<file path="config.mk">
export PLATFORM = sky130hd
export DESIGN_NAME = bsg_manycore_io_host_bridge
export DESIGN_NICKNAME = d
export VERILOG_FILES = /design/src/rtl/bsg_manycore_io_host_bridge.sv
export SDC_FILE = /design/constraint.sdc
export NUM_CORES = 1
export LEC_CHECK = 0
export ABC_AREA = 1
export ABC_CLOCK_PERIOD_IN_PS = 3100
export BUFFER_PORTS_ARGS = -buffer_cell sky130_fd_sc_hd__buf_2
export CORE_MARGIN = 2
export CORE_UTILIZATION = 36
export CTS_CLUSTER_DIAMETER = 40
export DETAILED_ROUTE_END_ITERATION = 7
export PLACE_DENSITY = 0.73
export SETUP_SLACK_MARGIN = 0.15
export SKIP_CTS_REPAIR_TIMING = 1
export SLEW_MARGIN = 0
export SYNTH_ARGS = -nofsm -noshare
export SYNTH_HDL_FRONTEND = slang
export SYNTH_SLANG_ARGS = --single-unit
</file>
<file path="constraint.sdc">
create_clock -name clk_i -period 3.1 [get_ports clk_i]
set_clock_uncertainty 0.1 [all_clocks]
set_input_delay 0.155 -clock clk_i [delete_from_list [all_inputs] [get_ports clk_i]]
set_output_delay 0.155 -clock clk_i [all_outputs]
set_load 0.05 [all_outputs]
</file>
<file path="src/rtl/bsg_manycore_io_host_bridge.sv">
// bsg_manycore_io_host_bridge
// Host-side endpoint on one column's IO link. It turns host store/load
// requests into forward packets, tracks outstanding-request credits and
// hands load return data back through a first-word fall-through FIFO.
//
// Optional feature: define BSG_MANYCORE_IO_BRIDGE_FENCE_EN to add fence_i
// and fence_done_o. While fence_i is high, new requests are held off until
// every credit is home and the send register is empty.
//
// link_sif layout, MSB..LSB, identical in both directions:
//   {fwd_v, fwd_data[fwd_pkt], fwd_ready_and, rev_v, rev_data[ret_pkt], rev_ready_and}
// fwd packet, MSB..LSB: {addr, we, mask, payload, src_y, src_x, dst_y, dst_x}
// ret packet, MSB..LSB: {is_load, data}
module bsg_manycore_io_host_bridge
  #(parameter addr_width_p      = 28
   ,parameter data_width_p      = 32
   ,parameter x_cord_width_p    = 4
   ,parameter y_cord_width_p    = 4
   ,parameter max_out_credits_p = 16
   ,parameter resp_fifo_els_p   = 4
   ,localparam mask_width_lp     = data_width_p/8
   ,localparam fwd_pkt_width_lp  = addr_width_p + 1 + mask_width_lp + data_width_p
                                   + 2*(x_cord_width_p + y_cord_width_p)
   ,localparam ret_pkt_width_lp  = 1 + data_width_p
   ,localparam link_sif_width_lp = 4 + fwd_pkt_width_lp + ret_pkt_width_lp
   ,localparam credit_width_lp   = $clog2(max_out_credits_p+1))
  (input  logic                         clk_i
  ,input  logic                         reset_i
  ,input  logic [x_cord_width_p-1:0]    my_x_i
  ,input  logic [y_cord_width_p-1:0]    my_y_i
  ,input  logic                         host_v_i
  ,input  logic                         host_we_i
  ,input  logic [addr_width_p-1:0]      host_addr_i
  ,input  logic [data_width_p-1:0]      host_data_i
  ,input  logic [mask_width_lp-1:0]     host_mask_i
  ,input  logic [x_cord_width_p-1:0]    host_x_i
  ,input  logic [y_cord_width_p-1:0]    host_y_i
  ,output logic                         host_ready_o
  ,output logic                         resp_v_o
  ,output logic [data_width_p-1:0]      resp_data_o
  ,input  logic                         resp_yumi_i
  ,input  logic [link_sif_width_lp-1:0] link_sif_i
  ,output logic [link_sif_width_lp-1:0] link_sif_o
  ,output logic [credit_width_lp-1:0]   out_credits_o
`ifdef BSG_MANYCORE_IO_BRIDGE_FENCE_EN
  ,input  logic                         fence_i
  ,output logic                         fence_done_o
`endif
  ,output logic                         idle_o
  );

   localparam ptr_width_lp = $clog2(resp_fifo_els_p);
   localparam cnt_width_lp = $clog2(resp_fifo_els_p+1);
   localparam logic [credit_width_lp-1:0] max_credits_lp = credit_width_lp'(max_out_credits_p);

   typedef enum logic {EMPTY, FULL} state_e;
   state_e state_r, state_n;

   // link unpacking
   logic                        fwd_v_in, fwd_ready_in, rev_v_in, rev_ready_in;
   logic [fwd_pkt_width_lp-1:0] fwd_data_in;
   logic [ret_pkt_width_lp-1:0] rev_data_in;
   assign fwd_v_in     = link_sif_i[link_sif_width_lp-1];
   assign fwd_data_in  = link_sif_i[link_sif_width_lp-2 -: fwd_pkt_width_lp];
   assign fwd_ready_in = link_sif_i[ret_pkt_width_lp+2];
   assign rev_v_in     = link_sif_i[ret_pkt_width_lp+1];
   assign rev_data_in  = link_sif_i[ret_pkt_width_lp:1];
   assign rev_ready_in = link_sif_i[0];

   // inbound forward traffic is not supported, so its payload is ignored
   logic unused_link_bits;
   assign unused_link_bits = ^{fwd_data_in, rev_ready_in};

   logic [fwd_pkt_width_lp-1:0] pkt_r, pkt_n;
   logic [credit_width_lp-1:0]  credits_r, credits_n;
   logic                        fwd_v_o, rev_ready_o, send_hs, ret_hs, load_pkt;

   // response FIFO state
   logic [data_width_p-1:0] mem_r [resp_fifo_els_p];
   logic [ptr_width_lp-1:0] wptr_r, rptr_r;
   logic [cnt_width_lp-1:0] cnt_r;
   logic                    fifo_full, fifo_empty, push, pop;

   assign fifo_full  = (cnt_r == cnt_width_lp'(resp_fifo_els_p));
   assign fifo_empty = (cnt_r == '0);

   assign fwd_v_o     = (state_r == FULL) & ~reset_i;
   assign rev_ready_o = ~fifo_full & ~reset_i;
   assign send_hs     = fwd_v_o & fwd_ready_in;
   assign ret_hs      = rev_v_in & rev_ready_o;
   assign push        = ret_hs & rev_data_in[ret_pkt_width_lp-1];
   assign pop         = resp_yumi_i & ~fifo_empty;

   // a send and a return in the same cycle cancel out
   always_comb begin
      credits_n = credits_r;
      if (send_hs & ~ret_hs)
         credits_n = credits_r - 1'b1;
      else if (ret_hs & ~send_hs)
         credits_n = credits_r + 1'b1;
   end

   // host_ready looks at state and credits (plus the network handshake
   // that frees the send register), never at host_v_i
   logic ready_fsm;
   always_comb begin
      ready_fsm = 1'b0;
      if (state_r == EMPTY)
         ready_fsm = (credits_r != '0);
      else
         ready_fsm = send_hs & (credits_n != '0);
   end

`ifdef BSG_MANYCORE_IO_BRIDGE_FENCE_EN
   assign host_ready_o = ready_fsm & ~reset_i
                       & (~fence_i | ((credits_r == max_credits_lp) & (state_r == EMPTY)));
   assign fence_done_o = fence_i & idle_o;
`else
   assign host_ready_o = ready_fsm & ~reset_i;
`endif

   assign load_pkt = host_v_i & host_ready_o;

   // next state and formatted packet; loads carry zero payload
   always_comb begin
      state_n = state_r;
      pkt_n   = {host_addr_i, host_we_i, host_mask_i,
                 (host_we_i ? host_data_i : {data_width_p{1'b0}}),
                 my_y_i, my_x_i, host_y_i, host_x_i};
      case (state_r)
         EMPTY: if (load_pkt) state_n = FULL;
         FULL:  if (send_hs)  state_n = load_pkt ? FULL : EMPTY;
         default: state_n = EMPTY;
      endcase
   end

   // FSM state, send register and credit counter
   always_ff @(posedge clk_i) begin
      if (reset_i) begin
         state_r   <= EMPTY;
         credits_r <= max_credits_lp;
         pkt_r     <= '0;
      end else begin
         state_r   <= state_n;
         credits_r <= credits_n;
         if (load_pkt) pkt_r <= pkt_n;
      end
   end

   // response FIFO pointers and occupancy
   always_ff @(posedge clk_i) begin
      if (reset_i) begin
         wptr_r <= '0;
         rptr_r <= '0;
         cnt_r  <= '0;
      end else begin
         if (push)
            wptr_r <= (wptr_r == ptr_width_lp'(resp_fifo_els_p-1)) ? '0 : wptr_r + 1'b1;
         if (pop)
            rptr_r <= (rptr_r == ptr_width_lp'(resp_fifo_els_p-1)) ? '0 : rptr_r + 1'b1;
         if (push & ~pop)
            cnt_r <= cnt_r + 1'b1;
         else if (pop & ~push)
            cnt_r <= cnt_r - 1'b1;
      end
   end

   // response FIFO storage, no reset needed
   always_ff @(posedge clk_i) begin
      if (push) mem_r[wptr_r] <= rev_data_in[data_width_p-1:0];
   end

   assign resp_v_o      = ~fifo_empty & ~reset_i;
   assign resp_data_o   = mem_r[rptr_r];
   assign out_credits_o = credits_r;
   assign idle_o        = (credits_r == max_credits_lp) & (state_r == EMPTY) & fifo_empty;

   // outbound: our fwd packet, no inbound-fwd ready, no rev traffic
   assign link_sif_o = {fwd_v_o, pkt_r, 1'b0, 1'b0, {ret_pkt_width_lp{1'b0}}, rev_ready_o};

`ifndef SYNTHESIS
   // protocol checks for illegal network behaviour
   always_ff @(posedge clk_i) begin
      if (!reset_i) begin
         assert (!(ret_hs && credits_r == max_credits_lp))
            else $error("credit return with no request outstanding");
         assert (!fwd_v_in)
            else $error("inbound forward packet not supported");
      end
   end
`endif

endmodule
</file>
# After elaboration in Yosys (flattened, before gate mapping)
# Memory sizes are Yosys's and may differ from the RTL's. A register that Yosys moved wholly into a read port is not among the register bits.
# Cells that the tools add are included.
# word_totals
elab_cells	60
output_inout_bits	158
ram_bits	128
mem_count	1
regBits	94
# classes
bitwise	24
reduce_logical	4
mux	15
n_eq_ne	4
n_addsub	6
# memory_table
memory	depth	word_bits	read_ports	rd_ports_with_merged_regs	write_ports	line_no	rtl
mem_r	4	32	1	1	1	79	logic [data_width_p-1:0] mem_r [resp_fifo_els_p];
# ops
cell	count
32-bit two-way mux	1
1-bit AND	16
5-bit two-way mux	2
5-bit nonzero test	2
2-bit two-way mux	4
1-bit inverter	8
3-bit two-way mux	2
5-bit by 1-bit adder with 5-bit output, second input constant	1
5-bit == test, second input constant	1
1-bit two-way mux	5
5-bit by 1-bit subtractor with 5-bit output, second input constant	1
2-bit by 1-bit adder with 2-bit output, second input constant	2
2-bit == test, second input constant	2
3-bit by 1-bit adder with 3-bit output, second input constant	1
3-bit == test, second input constant	1
3-bit zero test	1
3-bit by 1-bit subtractor with 3-bit output, second input constant	1
1-bit case mux with 2 select lines	1
2-bit nonzero test	1

# Logic depth before layout (Yosys ltp)
# Gate-level depths: netlist of the first run.
# depth
depth_word	15
ltp_mapped	17
ltp_nobuf	14

# Least setup slack after synthesis of the first run
# No wires, ideal clock.
# synth_path
path_type	flip-flop to flip-flop
start	reg cnt_r[0]
end	mem mem_r[0][0], enable pin
path_buffers	0
setup_time_ns	0.421
t_arrival_ns	2.287
stages_incl_launch_ff	5
slack_ns	0.292
cell_sequence	dfxtp_1 -> nor2_2 -> a21oi_1 -> nand3_1 -> nor2_1
# synth_via
elab_chain_len	7
# synth_rtl
element	line_no	rtl
from (decl)	81	logic [cnt_width_lp-1:0] cnt_r;
from (signal assigned)	162	cnt_r <= cnt_r + 1'b1;
from (signal assigned)	164	cnt_r <= cnt_r - 1'b1;
3-bit == test	84	assign fifo_full = (cnt_r == cnt_width_lp'(resp_fifo_els_p));
1-bit inverter	88	assign rev_ready_o = ~fifo_full & ~reset_i;
1-bit AND	88	
net rev_ready_o	76	logic fwd_v_o, rev_ready_o, send_hs, ret_hs, load_pkt;
1-bit AND	90	assign ret_hs = rev_v_in & rev_ready_o;
1-bit AND	91	assign push = ret_hs & rev_data_in[ret_pkt_width_lp-1];
1-bit two-way mux	170	if (push) mem_r[wptr_r] <= rev_data_in[data_width_p-1:0];
1-bit two-way mux (implied by the code)	170	
to (decl)	79	
# The timed path passes the listed nets, and every way through them passes these cells.

==> out/results.tsv, run 1 <==
metric	value	unit
status	completed	
r2r_start	out_credits_o[0]	
netlist-cell-type-count	32	
wl_met3	2.35	mm
tightest_slew	566	ps
cp-start-kind	flip-flop	
rr_worst_depth	12	
root_buffer	clkbuf_16	
top_layer_used	met4	
drc	0	
fin_util	50.3	%
tns	0	ps
power	9.97	mW
crit_fanout	35	
critPathSlowestCell	dfxtp_2	
maxCapViolCount	0	
setup_viol	0	
drt-met1-wl	9.98	mm
fin_crit	2680	ps
vias	8138	
grt_pass1_wl	36.1	mm
path_cells	clkinv_1 > buf_4 > o21ai_0 > o22ai_1 > buf_2	
wirelength	25.8	mm
max_clock_freq	0.373	GHz
required	2840	ps
synth_seq_cells	224	
firstDrtPassIters	5	
clock_sinks	224	
drive_gt1_share	23.7	%
core	25800	um2
ios	361	
grt_pass1_vias	7350	
tritoncts	done	
cp_slowest_stage_delay	590	ps
critPathCaptureType	output pin	
port-buffer-count	242	
layout.nets	1565	
cts_buffers	30	
area_growth_syn_to_layout	38.2	%
diodes	0	
postSynthAreaPerCell	9.36	um2
final_max_slew_viol_count	0	
max_slew_margin	62.3	%
wl_met2	12.6	mm
setup_ws	420	ps
clk_path_buf_depth	3	
dpl.hpwl	14.6	mm
r2r_slack	590	ps
fp.dieW	166	um
std_cell_rows	59	
timing.rr.end	pkt_r[50]	
rsz0062_at_grt	no	
routed_via_density	4.76	
syn_inst	1005	
clk_latency	520	ps
seq_area_frac_synth	61.3	%
ys_warn_count	0	
min_path_type	in2reg	
holdPathStages	4	
arrival	2430	ps
finalCritPeriodShare	86.5	%
dp.cells	1540	
antenna_found_initial	0	
path_buf_inv	3	
drtIter0Drc	426	
crit_family	buffers and inverters	
grt_max_degree	49	
fin_cells	1711	
worstHoldEndpoint	wptr_r[1]	
track_usage	15.8	%
min_from	link_sif_i[33]	
ir_drop	0.550	mV
gp_congestion	0.838	
post_drt_wl_per_cell	15.1	um
pre_cts_ws	602	ps
die_h	166	um
dieArea	27400	um2
clk_pin_slew_worst_paths	50	ps
crit_type	reg2out	
start_util	36.4	%
power_density	767	nW/um2
syn-cell-area	9400	um2
antenna_left	0	
hold_violations	0	
grt-ovfl-total	0	
p_leak	5.90	nW
htree_levels	1	
-- how the worst max path moves through the flow --
stage               from              to  slack (ps)  depth (start not counted)
4_1_cts        flip-flop  resp_data_o[5]         400                          5
5_1_grt        flip-flop  resp_data_o[3]         210                          5
6_report       flip-flop  resp_data_o[5]         420                          5
3_3_place_gp     reset_i       pkt_r[75]         610                         15
3_5_place_dp     reset_i       pkt_r[75]         600                         15
2_1_floorplan   cnt_r[0]     mem_r[0][0]         290                          4
-- layout make-up --
cell class	count	area, um2
clock inverter	20	221
fill	2176	12800
multi-input combinational	615	2840
clock buffer	35	795
sequential	224	5770
tap	335	419
inverter	105	397
timing repair buffer	377	2550
-- cells by family after synthesis --
group / Yosys count / share of synthesized area, %
AO/OA/AOI/OAI: 155 / 8.82
XOR/XNOR: 4 / 0.373
adder cells (fa/ha/maj): 9 / 1.28
buffers and inverters: 200 / 10.2
flip-flops: 224 / 61.3
other: 1 / 0.0399
AND/OR/NAND/NOR: 412 / 18.0
-- report_power, final --
part	switching [mW]	internal (mW)	total, mW
clock network	1.30	2.17	3.47
registers	0.123	3.30	3.42
logic	2.32	0.763	3.08
-- worst reg2reg max path, stage by stage, from the launching register on --
cell     delay [ps]
dfxtp_1         390
inv_1            90
ha_1            240
nand3_1         140
nor2_1           50
o21ai_0         160
nand2_1         120
nand3_2         120
nand3_4         380
buf_12          340
nand2_1         120
nand2_1         100
nor2_1          120
-- layer usage --
layer  global-route usage (%)  up-vias
li1                         -     3921
met1                     18.3     3777
met2                     28.0      376
met3                     5.04       64
met4                     4.80        0
met5                        0        -
-- state kept, by name (all words and copies together) (netlist names), named ones only --
register       flops
cnt_r              3
wptr_r             2
out_credits_o      5
rptr_r             2
pkt_r             81
state_r            1
mem_r            128
-- placed cells by master, fill, tap and decap left out, drive strengths merged --
cell and n:
nor4 1, buf 261, a211oi 1, o21ai 73, dfxtp 96, clkinvlp 2, a31oi 2, dlygate4sd3 116
inv 108, o211a 1, edfxtp 128, conb 35, a21oi 45, fa 1, clkinv 11, nor2 174
xor2 4, nand4 35, o22ai 32, ha 8, nand3 12, clkbuf 35, nand2 190, o311ai 1
bufinv 4
-- per-stage QoR --
step	hold WS, ps	area (um2)
after floorplan	154	9530
after global placement	266	10800
after detailed placement	273	10800
after CTS	-299	11800
after global routing	106	13000
final	77.9	13000
-- synth_stat cells, drive strengths merged --
cell type | n | area share [%]
nand2 | 190 | 7.6
nor2 | 174 | 7.0
edfxtp | 128 | 41
inv | 104 | 4.2
dfxtp | 96 | 20
o21ai | 73 | 3.9
buf | 56 | 4.4
a21oi | 45 | 2.4
clkbuf | 39 | 1.6
nand4 | 35 | 2.4
o22ai | 32 | 2.1
nand3 | 12 | 0.88
ha | 8 | 1.1
xor2 | 4 | 0.37
a31oi | 2 | 0.13
a211oi | 1 | 0.080
clkinv | 1 | 0.040
conb | 1 | 0.040
fa | 1 | 0.21
nor4 | 1 | 0.067
o211a | 1 | 0.11
o311ai | 1 | 0.093
Power figures use the tool's default switching activity.
==> run 2, diff against run 1 <==
--- a/config.mk
+++ b/config.mk
@@ -9,10 +9,10 @@
 export ABC_CLOCK_PERIOD_IN_PS = 3100
 export BUFFER_PORTS_ARGS = -buffer_cell sky130_fd_sc_hd__buf_2
 export CORE_MARGIN = 2
-export CORE_UTILIZATION = 36
+export CORE_UTILIZATION = 49
 export CTS_CLUSTER_DIAMETER = 40
 export DETAILED_ROUTE_END_ITERATION = 7
-export PLACE_DENSITY = 0.73
+export PLACE_DENSITY = 0.91
 export SETUP_SLACK_MARGIN = 0.15
 export SKIP_CTS_REPAIR_TIMING = 1
 export SLEW_MARGIN = 0
==> out/results.tsv, run 2 (synthesis results as in run 1) <==
metric	value	unit
status	complete, but fails checks	
violations	negative hold slack	
min_from	link_sif_i[34]	
clk_path_buf_depth	3	
required	3450	ps
r2r_slack	330	ps
ir_drop	0.580	mV
mostFrequentLayoutCells	buf_2, nand2_1, nor2_1, edfxtp_1, dlygate4sd3_1	
htree_levels	1	
firstDrtPassIters	5	
std_cell_rows	50	
die_h	143	um
start_util	50.1	%
max_clock_freq	0.361	GHz
clock_sinks	224	
grt_pass1_wl	35.3	mm
cts_buffers	30	
min_path_type	in2reg	
dpl.hpwl	14.4	mm
antenna_left	0	
critPathSlowestCell	o311ai_1	
fin_util	68.5	%
gp_congestion	0.807	
hold_violations	1	
antenna_found_initial	1	
final_common_cell	buf_2	
routed_via_density	5.41	
wirelength	28.9	mm
clk_pin_slew_worst_paths	60	ps
cp_slowest_stage_delay	380	ps
crit_fanout	34	
timing.rr.end	pkt_r[42]	
hold_slack	-26.0	ps
drive_gt1_share	23.8	%
tritoncts	done	
rr_worst_depth	9	
post_drt_wl_per_cell	18.0	um
fin_crit	2770	ps
clk_latency	530	ps
finalCritPeriodShare	89.5	%
largest_reg_flops	128	
holdPathStages	5	
arrival	3120	ps
grt_max_degree	65	
power	10.1	mW
num-fill-cells	1209	
diodes	0	
drtIter0Drc	658	
path_buf_inv	3	
critPathCaptureType	flip-flop	
tightest_slew	628	ps
p_leak	5.88	nW
crit_type	reg2reg	
track_usage	21.5	%
setup_viol	0	
core	18800	um2
layout.nets	1560	
dieArea	20300	um2
grt_pass1_vias	7356	
r2r_start	out_credits_o[0]	
grt-ovfl-total	0	
power_density	788	nW/um2
ios	361	
cp-start-kind	flip-flop	
area_growth_syn_to_layout	36.7	%
max_slew_margin	58.2	%
rsz0062_at_grt	no	
top_register	mem_r	
port-buffer-count	242	
maxCapViolCount	0	
worstHoldEndpoint	out_credits_o[2]	
tns	0	ps
root_buffer	clkbuf_16	
fp.dieW	143	um
drc	0	
vias	8678	
crit_family	buffers and inverters	
final_max_slew_viol_count	0	
path_cells	inv_1 > ha_1 > nand3_1 > o311ai_1 > inv_2 > nand3_4 > buf_4 > nand2_1 > a21oi_1	
run 2: worst max-delay path by stage:
| stage | from | to | cells past startpoint |
|---|---|---|---|
| 6_report | out_credits_o[0] | pkt_r[42] | 9 |
| 5_1_grt | out_credits_o[0] | pkt_r[42] | 9 |
| 4_1_cts | out_credits_o[0] | pkt_r[23] | 9 |
| 3_5_place_dp | out_credits_o[0] | pkt_r[35] | 9 |
| 3_3_place_gp | out_credits_o[0] | pkt_r[30] | 9 |
| 2_1_floorplan | cnt_r[0] | mem_r[0][0] | 4 |
run 2: where the power goes:
| part | leakage [nW] | total [mW] | internal (mW) | switching, mW |
|---|---|---|---|---|
| combinational | 3.43 | 3.14 | 0.751 | 2.39 |
| sequential | 1.94 | 3.40 | 3.29 | 0.109 |
| clock | 0.507 | 3.59 | 2.26 | 1.33 |
run 2: area by class of cell:
type | instances | area [um2] | share of cell area, %
multi-input cells | 615 | 2840 | 22.1
repair buffers | 372 | 2500 | 19.4
inverters | 105 | 397 | 3.08
clock inverters | 22 | 279 | 2.17
well taps | 234 | 293 | 2.28
clock buffers | 33 | 783 | 6.09
flip-flops and latches | 224 | 5770 | 44.9
run 2: routing by layer:
layer | wire, um | track usage, % | vias up
li1 | - | - | 3919
met1 | 9840 | 23.9 | 4020
met2 | 14600 | 39.2 | 600
met3 | 3060 | 6.12 | 137
met4 | 1430 | 7.50 | 2
met5 | 13 | 0 | -
run 2: stage by stage:
stage               area, um2  std cells  setup slack, ps
finish                  12900       1605              326
detailed placement      10700       1436              526
global placement        10700       1436              606
global route            12900       1605              141
floorplan                9530       1039              292
CTS                     11700       1491              505
run 2: worst min-delay path: stages:
cell and delay (ps):
buf_2 130, nand4_1 90, nand2_1 50, nand2_1 70, a21oi_1 60
==> run 3, diff against run 2 <==
--- a/config.mk
+++ b/config.mk
@@ -10,6 +10,7 @@
 export BUFFER_PORTS_ARGS = -buffer_cell sky130_fd_sc_hd__buf_2
 export CORE_MARGIN = 2
 export CORE_UTILIZATION = 49
+export CTS_BUF_LIST = sky130_fd_sc_hd__clkbuf_16
 export CTS_CLUSTER_DIAMETER = 40
 export DETAILED_ROUTE_END_ITERATION = 7
 export PLACE_DENSITY = 0.91
==> out/results.tsv, run 3 (synthesis results as in run 1) <==
metric	value	unit
worstHoldEndpoint	out_credits_o[2]	
tightest_slew	633	ps
grt_max_degree	65	
die_h	143	um
crit_fanout	34	
tritoncts	done	
clock_sinks	224	
holdPathStages	5	
tns	0	ps
rr_worst_depth	9	
setup_viol	0	
root_buffer	clkbuf_16	
power_density	788	nW/um2
r2r_slack	320	ps
final_common_cell	buf_2	
drtIter0Drc	640	
antenna_left	0	
grt-ovfl-total	0	
rsz0062_at_grt	no	
wirelength	28.9	mm
p_leak	5.89	nW
violations	negative hold slack	
fin_cells	1605	
power	10.1	mW
p_comb_share	31.0	%
min_path_type	in2reg	
final_max_slew_viol_count	0	
clk_latency	530	ps
mostFrequentLayoutCells	buf_2, nand2_1, nor2_1, edfxtp_1, dlygate4sd3_1	
timing.rr.end	pkt_r[42]	
fin_crit	2780	ps
layout.nets	1560	
ios	361	
r2r_start	out_credits_o[0]	
core	18800	um2
hold_violations	1	
power_frac_seq	33.6	%
track_usage	21.5	%
clk_pin_slew_worst_paths	60	ps
status	complete, but fails checks	
firstDrtPassIters	5	
grt_pass1_vias	7354	
htree_levels	1	
vias	8650	
min_from	link_sif_i[34]	
grt_pass1_wl	35.3	mm
dp.cells	1436	
fp.dieW	143	um
start_util	50.1	%
std_cell_rows	50	
finalCritPeriodShare	89.6	%
gp_congestion	0.807	
arrival	3130	ps
num-fill-cells	1209	
largest_reg_flops	128	
top_register	mem_r	
fin_util	68.5	%
dieArea	20300	um2
antenna_found_initial	1	
port-buffer-count	242	
drc	0	
max_clock_freq	0.360	GHz
required	3450	ps
critPathCaptureType	flip-flop	
ir_drop	0.582	mV
maxCapViolCount	0	
dpl.hpwl	14.4	mm
crit_type	reg2reg	
intPower	6.30	mW
switchingPower	3.83	mW
post_drt_wl_per_cell	18.0	um
diodes	0	
cp-start-kind	flip-flop	
max_slew_margin	57.7	%
area_growth_syn_to_layout	36.7	%
cts_buffers	30	
p_sw_share	37.8	%
routed_via_density	5.39	
drive_gt1_share	23.8	%
power_frac_clock	35.4	%
clk_path_buf_depth	3	
hold_slack	-23.7	ps
==> run 3: changes by cell type in the layout (fill, tap and decap cells not counted), sizes merged <==
cell | previous run | this run
clkbuf | 33 | 31
inv | 108 | 110
==> run 3: worst max path at each step <==
stage | from | end | slack [ps] | cells after the start
6_report | out_credits_o[0] | pkt_r[42] | 320 | 9
5_1_grt | out_credits_o[0] | pkt_r[42] | 140 | 9
4_1_cts | out_credits_o[0] | pkt_r[23] | 510 | 9
3_5_place_dp | out_credits_o[0] | pkt_r[35] | 530 | 9
3_3_place_gp | out_credits_o[0] | pkt_r[30] | 610 | 9
2_1_floorplan | cnt_r[0] | mem_r[0][0] | 290 | 4
==> run 3: power by group through the flow <==
stage | clock (mW) | combinational, mW | sequential [mW]
floorplan | 0 | 2.04 | 3.68
global placement | 0 | 2.87 | 3.45
detailed placement | 0 | 2.95 | 3.46
CTS | 3.61 | 2.96 | 3.40
global route | 3.75 | 3.33 | 3.42
finish | 3.59 | 3.14 | 3.40
==> run 3: critical path, stage by stage, from the launching register on <==
cell	delay (ps)
dfxtp_1	350
inv_1	110
ha_1	210
nand3_1	140
o311ai_1	380
inv_2	360
nand3_4	360
buf_4	350
nand2_1	120
a21oi_1	200
==> run 3: layer usage <==
layer  vias up  global-route usage (%)  share of wire, %
li1       3920                       -                 -
met1      3979                    23.9                35
met2       600                    39.2                50
met3       149                    6.22                10
met4         2                    7.50               5.3
met5         -                       0             0.045
==> run 3: cell type report <==
class	instances	area, um2	share of cell area (%)
inverter	105	397	3.08
timing repair buffer	372	2500	19.4
sequential	224	5770	44.9
tap	234	293	2.28
multi-input combinational	615	2840	22.1
clock inverter	24	287	2.23
clock buffer	31	776	6.03
==> run 3: through the flow <==
step	cell area, um2	hold WS [ps]	setup slack, ps
final	12900	-23.7	321
after global routing	12900	11.7	141
after CTS	11700	-292	505
after detailed placement	10700	271	526
after global placement	10700	266	606
after floorplan	9530	154	292
